### src/rtl/cmos_capture_ctrl_if.sv
// Capture FIFO write-side bundle: strobe and word out, full back.
// master = cmos_capture_ctrl, slave = FIFO write port.
interface cmos_capture_ctrl_if;
  logic        fifo_wrreq;
  logic [15:0] fifo_data;
  logic        fifo_full;

  modport master (
    output fifo_wrreq,
    output fifo_data,
    input  fifo_full
  );

  modport slave (
    input  fifo_wrreq,
    input  fifo_data,
    output fifo_full
  );
endinterface

### src/rtl/cmos_capture_ctrl.sv
// CMOS pixel stream to RGB565 capture FIFO sequencer, cmos_pclk domain.
// CAPTURE_TEST_PATTERN_EN: replace camera words with 8-band colour bars.
module cmos_capture_ctrl #(
  parameter int H_PIXELS    = 640,
  parameter int V_LINES     = 480,
  parameter int SKIP_FRAMES = 10
) (
  input  logic                       cmos_pclk,
  input  logic                       rst_133,
  input  logic                       cfg_done,
  input  logic                       capture_en,
  input  logic                       cmos_vsyn,
  input  logic                       cmos_href,
  input  logic [7:0]                 cmos_data,
  cmos_capture_ctrl_if.master        fifo,
  output logic                       frame_start,
  output logic                       frame_done,
  output logic [9:0]                 line_cnt,
  output logic                       overflow,
  output logic                       line_err,
  output logic                       frame_err
);

  localparam logic [10:0] H_CNT     = 11'(H_PIXELS);
  localparam logic [9:0]  V_CNT     = 10'(V_LINES);
  localparam logic [15:0] SKIP_LAST = 16'(SKIP_FRAMES - 1);
  localparam bit          SKIP_NONE = (SKIP_FRAMES == 0);

  typedef enum logic [1:0] {
    S_WAIT_CFG,
    S_SKIP,
    S_WAIT_VS,
    S_ACTIVE
  } state_t;

  state_t      r_state;
  state_t      w_state_nxt;

  logic        r_cfg_s1;
  logic        r_cfg_s2;
  logic        r_vs_r1;
  logic        r_vs_r2;
  logic        r_hr_r1;
  logic        r_hr_r2;
  logic [7:0]  r_dat_r1;

  logic [15:0] r_skip_cnt;
  logic        r_phase;
  logic [7:0]  r_hi;
  logic [10:0] r_pix_cnt;

  logic        w_vs_rise;
  logic        w_hr_fall;
  logic        w_active;
  logic [9:0]  w_line_inc;
  logic [10:0] w_pix_inc;
  logic        w_last_line;
  logic [15:0] w_word;

  logic        w_start;
  logic        w_done;
  logic        w_clear;
  logic        w_clr_sticky;
  logic        w_ferr_set;
  logic        w_skip_inc;
  logic        w_skip_clr;
  logic        w_drop;
  logic        w_bad_line;

  always_ff @(posedge cmos_pclk or negedge rst_133) begin
    if (!rst_133) begin
      r_cfg_s1 <= 1'b0;
      r_cfg_s2 <= 1'b0;
      r_vs_r1  <= 1'b0;
      r_vs_r2  <= 1'b0;
      r_hr_r1  <= 1'b0;
      r_hr_r2  <= 1'b0;
      r_dat_r1 <= '0;
    end else begin
      r_cfg_s1 <= cfg_done;
      r_cfg_s2 <= r_cfg_s1;
      r_vs_r1  <= cmos_vsyn;
      r_vs_r2  <= r_vs_r1;
      r_hr_r1  <= cmos_href;
      r_hr_r2  <= r_hr_r1;
      r_dat_r1 <= cmos_data;
    end
  end

  assign w_vs_rise  = r_vs_r1 & ~r_vs_r2;
  assign w_hr_fall  = ~r_hr_r1 & r_hr_r2;
  assign w_active   = (r_state == S_ACTIVE);
  assign w_line_inc = (line_cnt == 10'h3FF) ?
                      line_cnt : line_cnt + 10'd1;
  assign w_pix_inc  = (r_pix_cnt == 11'h7FF) ?
                      r_pix_cnt : r_pix_cnt + 11'd1;
  assign w_last_line = w_active & w_hr_fall &
                       (w_line_inc == V_CNT);

  always_ff @(posedge cmos_pclk or negedge rst_133) begin
    if (!rst_133) begin
      r_state <= S_WAIT_CFG;
    end else begin
      r_state <= w_state_nxt;
    end
  end

  always_comb begin
    w_state_nxt  = r_state;
    w_start      = 1'b0;
    w_done       = 1'b0;
    w_clear      = 1'b0;
    w_clr_sticky = 1'b0;
    w_ferr_set   = 1'b0;
    w_skip_inc   = 1'b0;
    w_skip_clr   = 1'b0;
    unique case (r_state)
      S_WAIT_CFG: begin
        w_skip_clr = 1'b1;
        if (r_cfg_s2) w_state_nxt = S_SKIP;
      end
      S_SKIP: begin
        if (SKIP_NONE) begin
          w_state_nxt = S_WAIT_VS;
        end else if (w_vs_rise) begin
          w_skip_inc = 1'b1;
          if (r_skip_cnt == SKIP_LAST)
            w_state_nxt = S_WAIT_VS;
        end
      end
      S_WAIT_VS: begin
        if (w_vs_rise && capture_en) begin
          w_state_nxt  = S_ACTIVE;
          w_start      = 1'b1;
          w_clear      = 1'b1;
          w_clr_sticky = 1'b1;
        end
      end
      S_ACTIVE: begin
        // Early vsync: flag it and restart the frame in place
        if (w_vs_rise) begin
          w_ferr_set = 1'b1;
          w_clear    = 1'b1;
          if (capture_en) begin
            w_start      = 1'b1;
            w_clr_sticky = 1'b1;
          end else begin
            w_state_nxt = S_WAIT_VS;
          end
        end else if (w_last_line) begin
          w_done      = 1'b1;
          w_state_nxt = S_WAIT_VS;
        end
      end
      default: w_state_nxt = S_WAIT_CFG;
    endcase
  end

  always_ff @(posedge cmos_pclk or negedge rst_133) begin
    if (!rst_133) begin
      r_skip_cnt <= '0;
    end else if (w_skip_clr) begin
      r_skip_cnt <= '0;
    end else if (w_skip_inc) begin
      r_skip_cnt <= r_skip_cnt + 16'd1;
    end
  end

`ifdef CAPTURE_TEST_PATTERN_EN
  logic [15:0] w_bar;

  always_comb begin
    w_bar = 16'h0000;
    unique case (r_pix_cnt[9:7])
      3'd0: w_bar = 16'hFFFF;
      3'd1: w_bar = 16'hFFE0;
      3'd2: w_bar = 16'h07FF;
      3'd3: w_bar = 16'h07E0;
      3'd4: w_bar = 16'hF81F;
      3'd5: w_bar = 16'hF800;
      3'd6: w_bar = 16'h001F;
      3'd7: w_bar = 16'h0000;
      default: w_bar = 16'h0000;
    endcase
  end

  assign w_word = w_bar;
`else
  assign w_word = {r_hi, r_dat_r1};
`endif

  always_ff @(posedge cmos_pclk or negedge rst_133) begin
    if (!rst_133) begin
      r_phase         <= 1'b0;
      r_hi            <= '0;
      r_pix_cnt       <= '0;
      line_cnt        <= '0;
      fifo.fifo_wrreq <= 1'b0;
      fifo.fifo_data  <= '0;
      frame_start     <= 1'b0;
      frame_done      <= 1'b0;
    end else begin
      fifo.fifo_wrreq <= 1'b0;
      frame_start     <= w_start;
      frame_done      <= w_done;
      if (w_clear) begin
        r_phase   <= 1'b0;
        r_pix_cnt <= '0;
        line_cnt  <= '0;
      end else if (w_active) begin
        if (w_hr_fall) begin
          r_phase   <= 1'b0;
          r_pix_cnt <= '0;
          line_cnt  <= w_line_inc;
        end else if (r_hr_r1) begin
          if (!r_phase) begin
            r_hi    <= r_dat_r1;
            r_phase <= 1'b1;
          end else begin
            r_phase   <= 1'b0;
            r_pix_cnt <= w_pix_inc;
            if (!fifo.fifo_full) begin
              fifo.fifo_wrreq <= 1'b1;
              fifo.fifo_data  <= w_word;
            end
          end
        end
      end
    end
  end

  assign w_drop = w_active & ~w_clear & ~w_hr_fall &
                  r_hr_r1 & r_phase & fifo.fifo_full;
  assign w_bad_line = w_active & ~w_clear & w_hr_fall &
                      ((r_pix_cnt != H_CNT) | r_phase);

  always_ff @(posedge cmos_pclk or negedge rst_133) begin
    if (!rst_133) begin
      overflow  <= 1'b0;
      line_err  <= 1'b0;
      frame_err <= 1'b0;
    end else begin
      if (w_clr_sticky) overflow <= 1'b0;
      else if (w_drop)  overflow <= 1'b1;
      if (w_clr_sticky)    line_err <= 1'b0;
      else if (w_bad_line) line_err <= 1'b1;
      if (w_ferr_set)        frame_err <= 1'b1;
      else if (w_clr_sticky) frame_err <= 1'b0;
    end
  end

endmodule

### src/flat_wrapper.sv
// flat-port wrapper written by rule: the top's interface ports become plain ports
module cmos_capture_ctrl_flat 
#(
  parameter int H_PIXELS    = 640,
  parameter int V_LINES     = 480,
  parameter int SKIP_FRAMES = 10
)
  (cmos_pclk, rst_133, cfg_done, capture_en, cmos_vsyn, cmos_href, cmos_data, frame_start, frame_done, line_cnt, overflow, line_err, frame_err, fifo_fifo_wrreq, fifo_fifo_data, fifo_fifo_full);
  cmos_capture_ctrl_if fifo_i ();
  input  logic cmos_pclk;
  input  logic rst_133;
  input  logic cfg_done;
  input  logic capture_en;
  input  logic cmos_vsyn;
  input  logic cmos_href;
  input  logic [7:0] cmos_data;
  output logic frame_start;
  output logic frame_done;
  output logic [9:0] line_cnt;
  output logic overflow;
  output logic line_err;
  output logic frame_err;
  output wire logic [$bits(fifo_i.fifo_wrreq)-1:0] fifo_fifo_wrreq;
  output wire logic [$bits(fifo_i.fifo_data)-1:0] fifo_fifo_data;
  input wire logic [$bits(fifo_i.fifo_full)-1:0] fifo_fifo_full;
  assign fifo_fifo_wrreq = fifo_i.fifo_wrreq;
  assign fifo_fifo_data = fifo_i.fifo_data;
  assign fifo_i.fifo_full = fifo_fifo_full;
  cmos_capture_ctrl #(.H_PIXELS(H_PIXELS), .V_LINES(V_LINES), .SKIP_FRAMES(SKIP_FRAMES)) u_core (.cmos_pclk(cmos_pclk), .rst_133(rst_133), .cfg_done(cfg_done), .capture_en(capture_en), .cmos_vsyn(cmos_vsyn), .cmos_href(cmos_href), .cmos_data(cmos_data), .fifo(fifo_i), .frame_start(frame_start), .frame_done(frame_done), .line_cnt(line_cnt), .overflow(overflow), .line_err(line_err), .frame_err(frame_err));
endmodule
### config.mk
export PLATFORM = sky130hd
export DESIGN_NAME = cmos_capture_ctrl_flat
export DESIGN_NICKNAME = d
export VERILOG_FILES = /design/src/rtl/cmos_capture_ctrl_if.sv /design/src/rtl/cmos_capture_ctrl.sv /design/src/flat_wrapper.sv
export SDC_FILE = /design/constraint.sdc
export NUM_CORES = 1
export LEC_CHECK = 0
export CAP_MARGIN = 20
export CORE_MARGIN = 2
export CORE_UTILIZATION = 30
export CTS_CLUSTER_SIZE = 25
export DETAILED_ROUTE_END_ITERATION = 6
export HOLD_SLACK_MARGIN = 0.02
export REMOVE_ABC_BUFFERS = 1
export SETUP_SLACK_MARGIN = 0.1
export SLEW_MARGIN = 20
export SYNTH_ARGS = -nofsm -noshare
export SYNTH_HDL_FRONTEND = slang
export SYNTH_SLANG_ARGS = --single-unit
### constraint.sdc
create_clock -name cmos_pclk -period 2.9 [get_ports cmos_pclk]
set_clock_uncertainty 0.15 [all_clocks]
set_input_delay 0.58 -clock cmos_pclk [delete_from_list [all_inputs] [get_ports cmos_pclk]]
set_output_delay 0.58 -clock cmos_pclk [all_outputs]
set_load 0.01 [all_outputs]
==> flow_metrics.tcl, run 1 <==
set metrics [dict create \
    stdcell_area_sq_um 4950 \
    die_w_microns 119 \
    critical_path_required_ps 2960 \
    num-fill-cells 1273 \
    area_growth_pct 25.0 \
    crit_family "simple AND/OR/NAND/NOR gates" \
    yosysWarnings 0 \
    synth_edf_count 0 \
    crit_chain "or4b_1 -> nor4b_2 -> nand4_1 -> a2111oi_2 -> a211oi_1" \
    power.density_nw_per_um2 740 \
    cp_data_arrival_time_ps 2330 \
    finalMaxSlewViolations 0 \
    regArea_sq_um 2100 \
    num_rows 41 \
    finalHoldViolations 0 \
    core_sq_um 12800 \
    viasPerCell 5.07 \
    grt_max_degree 46 \
    cpMaxStageDelayCell "or4b_1" \
    p_sw_mw 1.11 \
    async_reset_ff_frac 1.00 \
    grt_setup_unrepaired "no" \
    reg2reg_depth 5 \
    htree_levels 3 \
    r2r-end "u_core.r_state[0]" \
    final-setup-viol-count 0 \
    wire_per_inst_microns 14.8 \
    p_leak_nw 2.04 \
    slowest_delay_ps 560 \
    clk_pin_slew_ps 60 \
    grt_pass1_vias 3140 \
    dp_hpwl_microns 6260 \
    drive_gt1_frac 0.151 \
    status "completed" \
    cts_setup_buffers 0 \
    cts_hold_buf 0 \
    port_buffers 46 \
    clockPowerShare 0.293 \
    hp-class "in -> async" \
    drtIter0Drc 221 \
    ys_types 57 \
    min_period_ps 2270 \
    n_antenna_cell 0 \
    synth_seq_area_share 0.531 \
    fmax_mhz 441 \
    pwr-share-comb 0.266 \
    clk_latency_ps 340 \
    fin_nets 439 \
    synth.avg_cell_area_sq_um 10.9 \
    end_kind "flop" \
    clock_path_buffers 2 \
    antenna_found_initial 0 \
    power.total_mw 3.66 \
    vias 3024 \
    start_kind "flop" \
    path_max_fanout 5 \
    finalWirelength_microns 8790 \
    maxCapViolCount 0 \
    synthCells 363 \
    ios 47 \
    drc 0 \
    sequentialPowerShare 0.441 \
    synth-main-ff-cell "dfrtp_1" \
    cts-root-buf "clkbuf_16" \
    first_pass_iters 4 \
    preCtsSetupSlack_ps 355 \
    ff2ff_setup_slack_ps 630 \
    grt_overflow_total 0 \
    final_common_cell "dfrtp_1" \
    cts_tree "yes" \
    numCtsBuffers 9 \
    track_usage 0.135 \
    r2r-start "u_core.r_skip_cnt[4]" \
    worst_slew_pin_slew_ps 601 \
    period_share 0.783 \
    dieArea_sq_um 14100 \
    dpl-instance-area_sq_um 4670 \
    ys_ff_latch 84 \
    critPathBufInv 0 \
    dieHeight_microns 119 \
    swShare 0.303 \
    final_cell_mix "84 x dfrtp_1, 45 x clkdlybuf4s50_1, 29 x nor2_1" \
    grt_pass1_wl_microns 15400 \
    initial_core_util 0.310 \
    ir_drop_mv 0.403 \
    ant_nets 0 \
    worstSetupPathType "reg -> reg" \
    tns_ps 0 \
    max-slew-margin-rel 0.600 \
    gp_congestion 0.814 \
    setup_ws_ps 630 \
    multi_input_area_sq_um 1750 \
    internal-power_mw 2.55 \
    syn_area_sq_um 3960 \
    cts_resized 0 \
    cts.sinks 84 \
]
-- kinds of logic after synthesis --
kind of cell	share of synthesized area
simple gates	0.192
flops	0.531
compound gates	0.123
mux	0.0859
buf+inv	0.0262
xor+xnor	0.0265
fa+ha+maj	0.0158
-- sequential cells by signal, indices dropped and copies added, names as in the netlist --
register,cells
u_core.fifo.fifo_data,16
u_core.fifo.fifo_wrreq,1
u_core.frame_done,1
u_core.frame_err,1
u_core.frame_start,1
u_core.line_cnt,10
u_core.line_err,1
u_core.overflow,1
u_core.r_cfg_s1,1
u_core.r_cfg_s2,1
u_core.r_dat_r1,8
u_core.r_hi,8
u_core.r_hr_r1,1
u_core.r_hr_r2,1
u_core.r_phase,1
u_core.r_pix_cnt,11
u_core.r_skip_cnt,16
u_core.r_state,2
u_core.r_vs_r1,1
u_core.r_vs_r2,1
-- power groups by stage --
stage          Clock, mW  Sequential (mW)  Combinational, mW
2_1_floorplan          0             1.66              0.448
5_1_grt             1.16             1.66               1.08
4_1_cts             1.10             1.62              0.992
3_5_place_dp           0             1.64              0.984
3_3_place_gp           0             1.63              0.963
6_report            1.07             1.62              0.975
-- synth_stat cells, drive strengths merged (2+ instances only) --
cell type | number | area (sq um)
nand2b | 5 | 41.3
or3 | 5 | 31.3
nand3 | 18 | 90.1
nor4 | 5 | 31.3
xor2 | 3 | 26.3
inv | 11 | 41.3
a2111oi | 2 | 30.0
and3 | 6 | 38.8
nor2 | 29 | 109
a21oi | 9 | 45.0
o41ai | 2 | 25.0
and2 | 2 | 12.5
nor3 | 10 | 55.1
or4b | 2 | 20.0
dfrtp | 84 | 2100
buf | 7 | 40.0
o21a | 5 | 37.5
o31ai | 8 | 73.8
nor4b | 4 | 41.3
a31oi | 10 | 62.6
mux2i | 7 | 70.1
nor3b | 2 | 20.0
xnor2 | 9 | 78.8
clkbuf | 6 | 22.5
a211oi | 3 | 22.5
or4 | 3 | 22.5
ha | 5 | 62.6
mux2 | 24 | 270
a21boi | 3 | 22.5
nand4 | 10 | 62.6
and4 | 5 | 45.0
nand2 | 28 | 105
o32ai | 2 | 17.5
o21ai | 18 | 90.1
-- worst max-delay path by stage --
stage / startpoint / depth (start not counted) / endpoint
after detailed placement: capture_en / 6 / u_core.r_pix_cnt[8]
final: u_core.r_skip_cnt[4] / 5 / u_core.r_state[0]
after global placement: capture_en / 6 / u_core.r_pix_cnt[7]
after CTS: u_core.line_cnt[0] / 6 / u_core.frame_done
after global routing: u_core.r_skip_cnt[4] / 5 / u_core.r_state[0]
after floorplan: u_core.line_cnt[0] / 6 / u_core.r_state[0]
-- layer usage --
| metal | vias to the layer above | wire length (microns) | track usage | part of all wire |
|---|---|---|---|---|
| li1 | 1448 | - | - | - |
| met1 | 1503 | 4280 | 0.182 | 0.49 |
| met2 | 65 | 4020 | 0.208 | 0.46 |
| met3 | 8 | 404 | 0.0417 | 0.046 |
| met4 | 0 | 84 | 0.0409 | 0.0096 |
| met5 | - | 0 | 0 | 0 |
-- per-stage QoR --
| stage | instances | utilization | hold slack [ps] |
|---|---|---|---|
| after detailed placement | 580 | 0.366 | 193 |
| after floorplan | 350 | - | 134 |
| after CTS | 596 | 0.388 | 111 |
| after global placement | 580 | 0.366 | 190 |
| after global routing | 596 | 0.388 | 134 |
| final | 596 | 0.388 | 92.8 |
-- final cells by class --
type | count | share of cell area
clock buffer | 10 | 0.0463
clock inverter | 6 | 0.00961
inverter | 11 | 0.00834
multi-input combinational | 255 | 0.354
sequential | 84 | 0.425
tap | 172 | 0.0435
timing repair buffer | 58 | 0.113
Note: power is estimated with default switching activity, not from simulation.
==> inputs of run 2 (changes only) <==
clock period = 1.8 ns   (was 2.9 ns; I/O delays follow)
==> run 2 against run 1 <==
  * The flow now finishes with violations (negative setup slack)
  * Global-route usage is 3.5 points higher
  * Critical path depth is the same
  * Via count increased by 24%
  * Sequential power increased by 57%
  * Hold slack improved by 120 ps
  * Die area stayed put
  * First-iteration DRC count decreased by 29%
  * Cell area up 39%
  * Wire length up 42%
  * Sequential share of layout area is 12 points lower
==> flow_metrics.tcl, run 2 (same netlist as run 1, synthesis figures left out) <==
set metrics [dict create \
    status "finished with violations" \
    violations "negative setup slack" \
    pwr-share-comb 0.374 \
    p_sw_mw 2.31 \
    start_kind "flop" \
    fin_nets 582 \
    maxCapViolCount 0 \
    ir_drop_mv 0.954 \
    internal-power_mw 4.92 \
    cts.sinks 84 \
    final_cell_mix "111 x buf_4, 80 x dfrtp_1, 39 x buf_6" \
    final_common_cell "buf_4" \
    regArea_sq_um 2110 \
    dp_hpwl_microns 7090 \
    grt_pass1_vias 3924 \
    initial_core_util 0.310 \
    cp_data_arrival_time_ps 2170 \
    clock_path_buffers 2 \
    ff2ff_setup_slack_ps -300 \
    first_pass_iters 4 \
    numCtsBuffers 9 \
    period_share 1.17 \
    dieArea_sq_um 14100 \
    core_sq_um 12800 \
    finalHoldViolations 0 \
    ios 47 \
    critical_path_required_ps 1880 \
    drc 0 \
    antenna_found_initial 0 \
    path_max_fanout 2 \
    fmax_mhz 477 \
    dieHeight_microns 119 \
    grt_max_degree 52 \
    setup_ws_ps -298 \
    num-fill-cells 1024 \
    hp-class "in -> async" \
    multi_input_area_sq_um 2410 \
    gp_congestion 0.828 \
    clk_pin_slew_ps 70 \
    worst_slew_pin_slew_ps 417 \
    min_period_ps 2100 \
    finalMaxSlewViolations 0 \
    grt_setup_unrepaired "yes" \
    end_kind "flop" \
    track_usage 0.169 \
    clockPowerShare 0.274 \
    htree_levels 3 \
    reg_top3 "u_core.fifo.fifo_data: 16 flops, u_core.r_skip_cnt: 16 flops, u_core.r_pix_cnt: 11 flops" \
    tns_ps -3950 \
    sequentialPowerShare 0.352 \
    final-setup-viol-count 51 \
    drive_gt1_frac 0.515 \
    cts-root-buf "clkbuf_16" \
    area_growth_pct 74.2 \
    p_leak_nw 3.21 \
    finalWirelength_microns 12500 \
    max-slew-margin-rel 0.719 \
    utilization 0.540 \
    swShare 0.320 \
    viasPerCell 5.08 \
    worstSetupPathType "reg -> reg" \
    n_antenna_cell 0 \
    die_w_microns 119 \
    ant_nets 0 \
    wire_per_inst_microns 16.9 \
    num_rows 41 \
    drtIter0Drc 157 \
    cts_tree "yes" \
    port_buffers 46 \
    clk_latency_ps 350 \
    vias 3754 \
    grt_pass1_wl_microns 19400 \
    power.density_nw_per_um2 1050 \
    grt_overflow_total 0 \
]
run 2: cell count changes in the layout (fill, tap and decap cells not counted), sizes merged, moves of 2 or more:
cell and change:
clkinv -2, clkdlybuf4s50 -32, clkdlybuf4s15 +3, buf +148
dlygate4sd2 +23
run 2: repair_timing:
| action | 4_1_cts | 5_1_grt |
|---|---|---|
| gates cloned | 4 | 0 |
| gates resized for setup | 167 | 89 |
| buffers inserted | 35 | 29 |
| hold buffers | 1 | 0 |
| endpoints found under the setup margin | 89 | 71 |
| endpoints found under the hold margin | 84 | 0 |
| pin swaps | 41 | 34 |
run 2: layout make-up:
class,count,share of cell area
clock buffers,9,0.0326
clock inverters,7,0.0138
inverters,11,0.00598
multi-input cells,255,0.349
flip-flops and latches,84,0.305
well taps,172,0.0312
repair buffers,201,0.262
run 2: path summary, 6_finish.rpt:
check | start | to | cells past startpoint
worst max-delay path | u_core.r_skip_cnt[4] | u_core.r_state[0] | 5
worst max register to register | u_core.r_skip_cnt[4] | u_core.r_state[0] | 5
min in group cmos_pclk | u_core.r_cfg_s1 | u_core.r_cfg_s2 | 0
worst min register to register | u_core.r_cfg_s1 | u_core.r_cfg_s2 | 0
worst min-delay path | rst_133 | u_core.r_pix_cnt[3] | 2
max in group asynchronous | rst_133 | u_core.r_vs_r1 | 3
run 2: metrics by stage:
step	setup WS, ps	instance area [sq um]	std cells	total power, mW	hold WS [ps]
6_report	-298	6900	739	7.23	210
3_5_place_dp	-425	5300	662	4.52	12.8
4_1_cts	-278	6350	715	6.98	208
2_1_floorplan	-421	3900	350	3.39	-85.6
5_1_grt	-413	6900	739	7.57	215
3_3_place_gp	-414	5300	662	4.47	15.5
run 2: critical path, stage by stage (launching register included):
cell and delay, ps:
dfrtp_1 390, or4b_4 550, nor4b_4 240, nand4_1 190, a2111oi_2 340, a211oi_1 120
run 2: power groups by stage:
| stage | registers (mW) | logic [mW] | clock network (mW) |
|---|---|---|---|
| 6_report | 2.54 | 2.71 | 1.98 |
| 5_1_grt | 2.60 | 2.87 | 2.10 |
| 4_1_cts | 2.53 | 2.43 | 2.02 |
| 3_5_place_dp | 2.53 | 1.99 | 0 |
| 3_3_place_gp | 2.52 | 1.95 | 0 |
| 2_1_floorplan | 2.67 | 0.721 | 0 |
run 2: layer usage:
metal,GRT usage,part of all wire
met5,0,0
met4,0.0737,0.032
met3,0.0330,0.038
met2,0.274,0.50
met1,0.221,0.43
==> inputs of run 3 (changes only) <==
ABC_CLOCK_PERIOD_IN_PS = 1800   (was not set)
CTS_CLUSTER_SIZE = 12   (was 25)
==> results of run 3 <==
Same layout as run 2: the final DEF is identical, and so are final timing and power.
==> RTL change (flow settings as in run 3) <==
Encoding of `state_t`: now one-hot (4 bits for 4 states).
--- a/src/rtl/cmos_capture_ctrl.sv
+++ b/src/rtl/cmos_capture_ctrl.sv
@@ -28,7 +28,7 @@
 
-  typedef enum logic [1:0] {
-    S_WAIT_CFG,
-    S_SKIP,
-    S_WAIT_VS,
-    S_ACTIVE
+  typedef enum logic [3:0] {
+    S_WAIT_CFG = 4'b0001,
+    S_SKIP     = 4'b0010,
+    S_WAIT_VS  = 4'b0100,
+    S_ACTIVE   = 4'b1000
   } state_t;
Behaviour: no difference found for any inputs over 10 cycles, from zero or initial values and one cycle with rst_133 low; not proved beyond that.
==> RTL change against run 3 <==
Area after synthesis is 4.8% higher. Sequential cell count is 2 higher. Worst hold slack worse by 6.7 ps. Setup slack worse by 85 ps. Non-clock buffer count is 25 lower. Final area is 3.6% lower. Sequential share of layout area is 1.9 points higher. Routed wire length is 4.2% lower. Maximum frequency is 3.9% lower. Die area is 4.6% higher. Final cell count is 1.2% higher. The run still ends with setup timing left. Synthesized cell count is 9.4% higher.
Power is not compared: it rests on default switching activity, and its combinational part moved more than twofold at a synthesized area within 25%.
==> RTL change: results (changes against run 3) <==
The origin of the critical flop-to-flop path is u_core.line_cnt[1]$_DFFE_PN0P_ (was u_core.r_skip_cnt[4]$_DFFE_PN0P_). The total via count in the routed design is 3,775 (was 3,754). The final weighted congestion in routability-driven placement is 0.8928 (was 0.8280). The share of flip-flops with an asynchronous set or reset is 1.000 (unchanged). The library cell contributing the largest single delay on the critical path is sky130_fd_sc_hd__or4bb_1 (was sky130_fd_sc_hd__or4b_4).

The pre-CTS worst setup slack is -439.7 ps (was -425.1 ps). The biggest cell delay along the critical path came out at 550 ps (about the same). Status: finished, violations left (unchanged). The number of global-route vias before repair was 4,016 (was 3,924). The number of iterations in the first detailed-routing pass came out at 4 (unchanged). Ranking of synthesized cells by area: sky130_fd_sc_hd__dfrtp_1 51%, sky130_fd_sc_hd__mux2_2 6.8%, sky130_fd_sc_hd__a21oi_1 3.1% (was sky130_fd_sc_hd__dfrtp_1 53%, sky130_fd_sc_hd__mux2_2 6.8%, sky130_fd_sc_hd__nor2_1 2.7%). The post-DP HPWL is 7784 um (was 7087 um).

The standby leakage power came out at 2.948 nW. The first-iteration detailed-routing DRC count is 174 (was 157). The cell count after placement is 703 (was 662). The number of clock buffers inserted by TritonCTS is 9 (unchanged). The highest net fanout along the worst path came out at 4 (was 2). Cell types with the highest counts after synthesis: 85 x sky130_fd_sc_hd__dfrtp_1, 31 x sky130_fd_sc_hd__nor2_1, 26 x sky130_fd_sc_hd__a21oi_1 (was 84 x sky130_fd_sc_hd__dfrtp_1, 29 x sky130_fd_sc_hd__nor2_1, 28 x sky130_fd_sc_hd__nand2_1, 24 x sky130_fd_sc_hd__mux2_2). The maximum number of buffers from clock root to sink came out at 2 (unchanged). The type of the most critical hold path is flip-flop to flip-flop (was input port to asynchronous set/reset pin). The sequential-to-total area share from yosys stat came to 0.5188 (was 0.5308). The tightest slew margin relative to the limit came to 0.7261 (was 0.7192).

The number of vias per cell after detailed routing came out at 5.047 (was 5.080). The cell at the root of the clock tree is sky130_fd_sc_hd__clkbuf_16 (unchanged). The share of post-route cells with drive strength above 1 came out at 0.4231 (was 0.5150).

In this run the most critical hold path is launched from u_core.r_cfg_s1$_DFF_PN0_. The worst-case vdd ir drop came out at 702.7 uV. Violated checks: setup timing (unchanged).

The cell area after placement is 0.005559 mm2 (was 0.005301 mm2). The global routing usage summed across all routing layers was 0.1692 (was 0.1694). The largest net degree at the start of global routing came out at 40 (was 52).

The routed wire length is 11,970 um (was 12,490 um). The global-route wire length before repair was 19,760 um (was 19,380 um). The post-synthesis area per instance is 10.45 um2 (was 10.91 um2).

The worst setup slack after layout is -383.7 ps (was -298.3 ps). The number of different library cells in the post-synthesis netlist came out at 58 (was 57). The total number of nets in the final design is 587 (was 582). The data arrival time of the critical path came to 2320 ps (was 2170 ps). The count of final setup violators came out at 61 (was 51).
RTL change: where the power goes:
group	internal (mW)	leakage, nW	switching [mW]
logic	0.582	1.67	0.572
clock network	1.24	0.157	0.839
registers	2.04	1.12	0.0980
total	3.86	2.95	1.51
RTL change: timing repair:
action,in CTS,in global routing
setup buffers,20,8
gates cloned,3,0
pin swaps,31,17
hold endpoints to repair,19,0
hold buffers,1,0
setup endpoints to repair,96,74
resized for setup,154,32
RTL change: cell families after synthesis:
logic type      count (synthesis)  share of synthesized area
compound gates                 96                     0.1462
xor+xnor                        9                    0.01899
fa+ha+maj                       5                    0.01507
buf+inv                        27                    0.02864
flops                          86                     0.5188
mux                            25                    0.06783
simple gates                  149                     0.2044
RTL change: through the flow:
stage	setup TNS (ps)	hold slack (ps)	total power, mW
global route	-17570	220.1	5.604
detailed placement	-14170	140.8	3.117
global placement	-12800	134.8	3.089
floorplan	-18120	-85.59	2.517
finish	-12990	203.5	5.370
CTS	-10020	205.5	5.388
RTL change: worst paths after layout:
kind                                                   to  slack [ps]  cells past startpoint
max reg2reg                 u_core.r_state[2]$_DFFE_PN0P_        -380                      8
min reg2reg                     u_core.r_cfg_s2$_DFF_PN0_         200                      0
min in group asynchronous  u_core.line_cnt[4]$_DFFE_PN0P_         310                      2
max in group asynchronous      u_core.r_hi[6]$_DFFE_PN0P_         670                      3
min                             u_core.r_cfg_s2$_DFF_PN0_         200                      0
max                         u_core.r_state[2]$_DFFE_PN0P_        -380                      8
RTL change: per-layer routing:
metal / up-vias / part of all wire / track usage
met5: - / 0 / 0
met1: 1872 / 0.44 / 0.2104
li1: 1811 / - / -
met3: 13 / 0.042 / 0.03886
met2: 79 / 0.50 / 0.2918
met4: 0 / 0.016 / 0.05388
RTL change: worst reg2reg max path: stages, from the launching register on:
cell	delay, ps
sky130_fd_sc_hd__dfrtp_1	380
sky130_fd_sc_hd__buf_6	140
sky130_fd_sc_hd__nand3_4	90
sky130_fd_sc_hd__buf_6	130
sky130_fd_sc_hd__xor2_2	160
sky130_fd_sc_hd__or4bb_1	550
sky130_fd_sc_hd__nor4_4	250
sky130_fd_sc_hd__buf_4	160
sky130_fd_sc_hd__o22a_1	120
RTL change: layout make-up:
cell class | instances | area (um2)
Fill cell | 1221 | 6745
Multi-Input combinational cell | 285 | 2335
Sequential cell | 86 | 2157
Timing Repair Buffer | 176 | 1582
Clock buffer | 9 | 225.2
Tap cell | 176 | 220.2
Clock inverter | 7 | 102.6
Inverter | 9 | 33.78
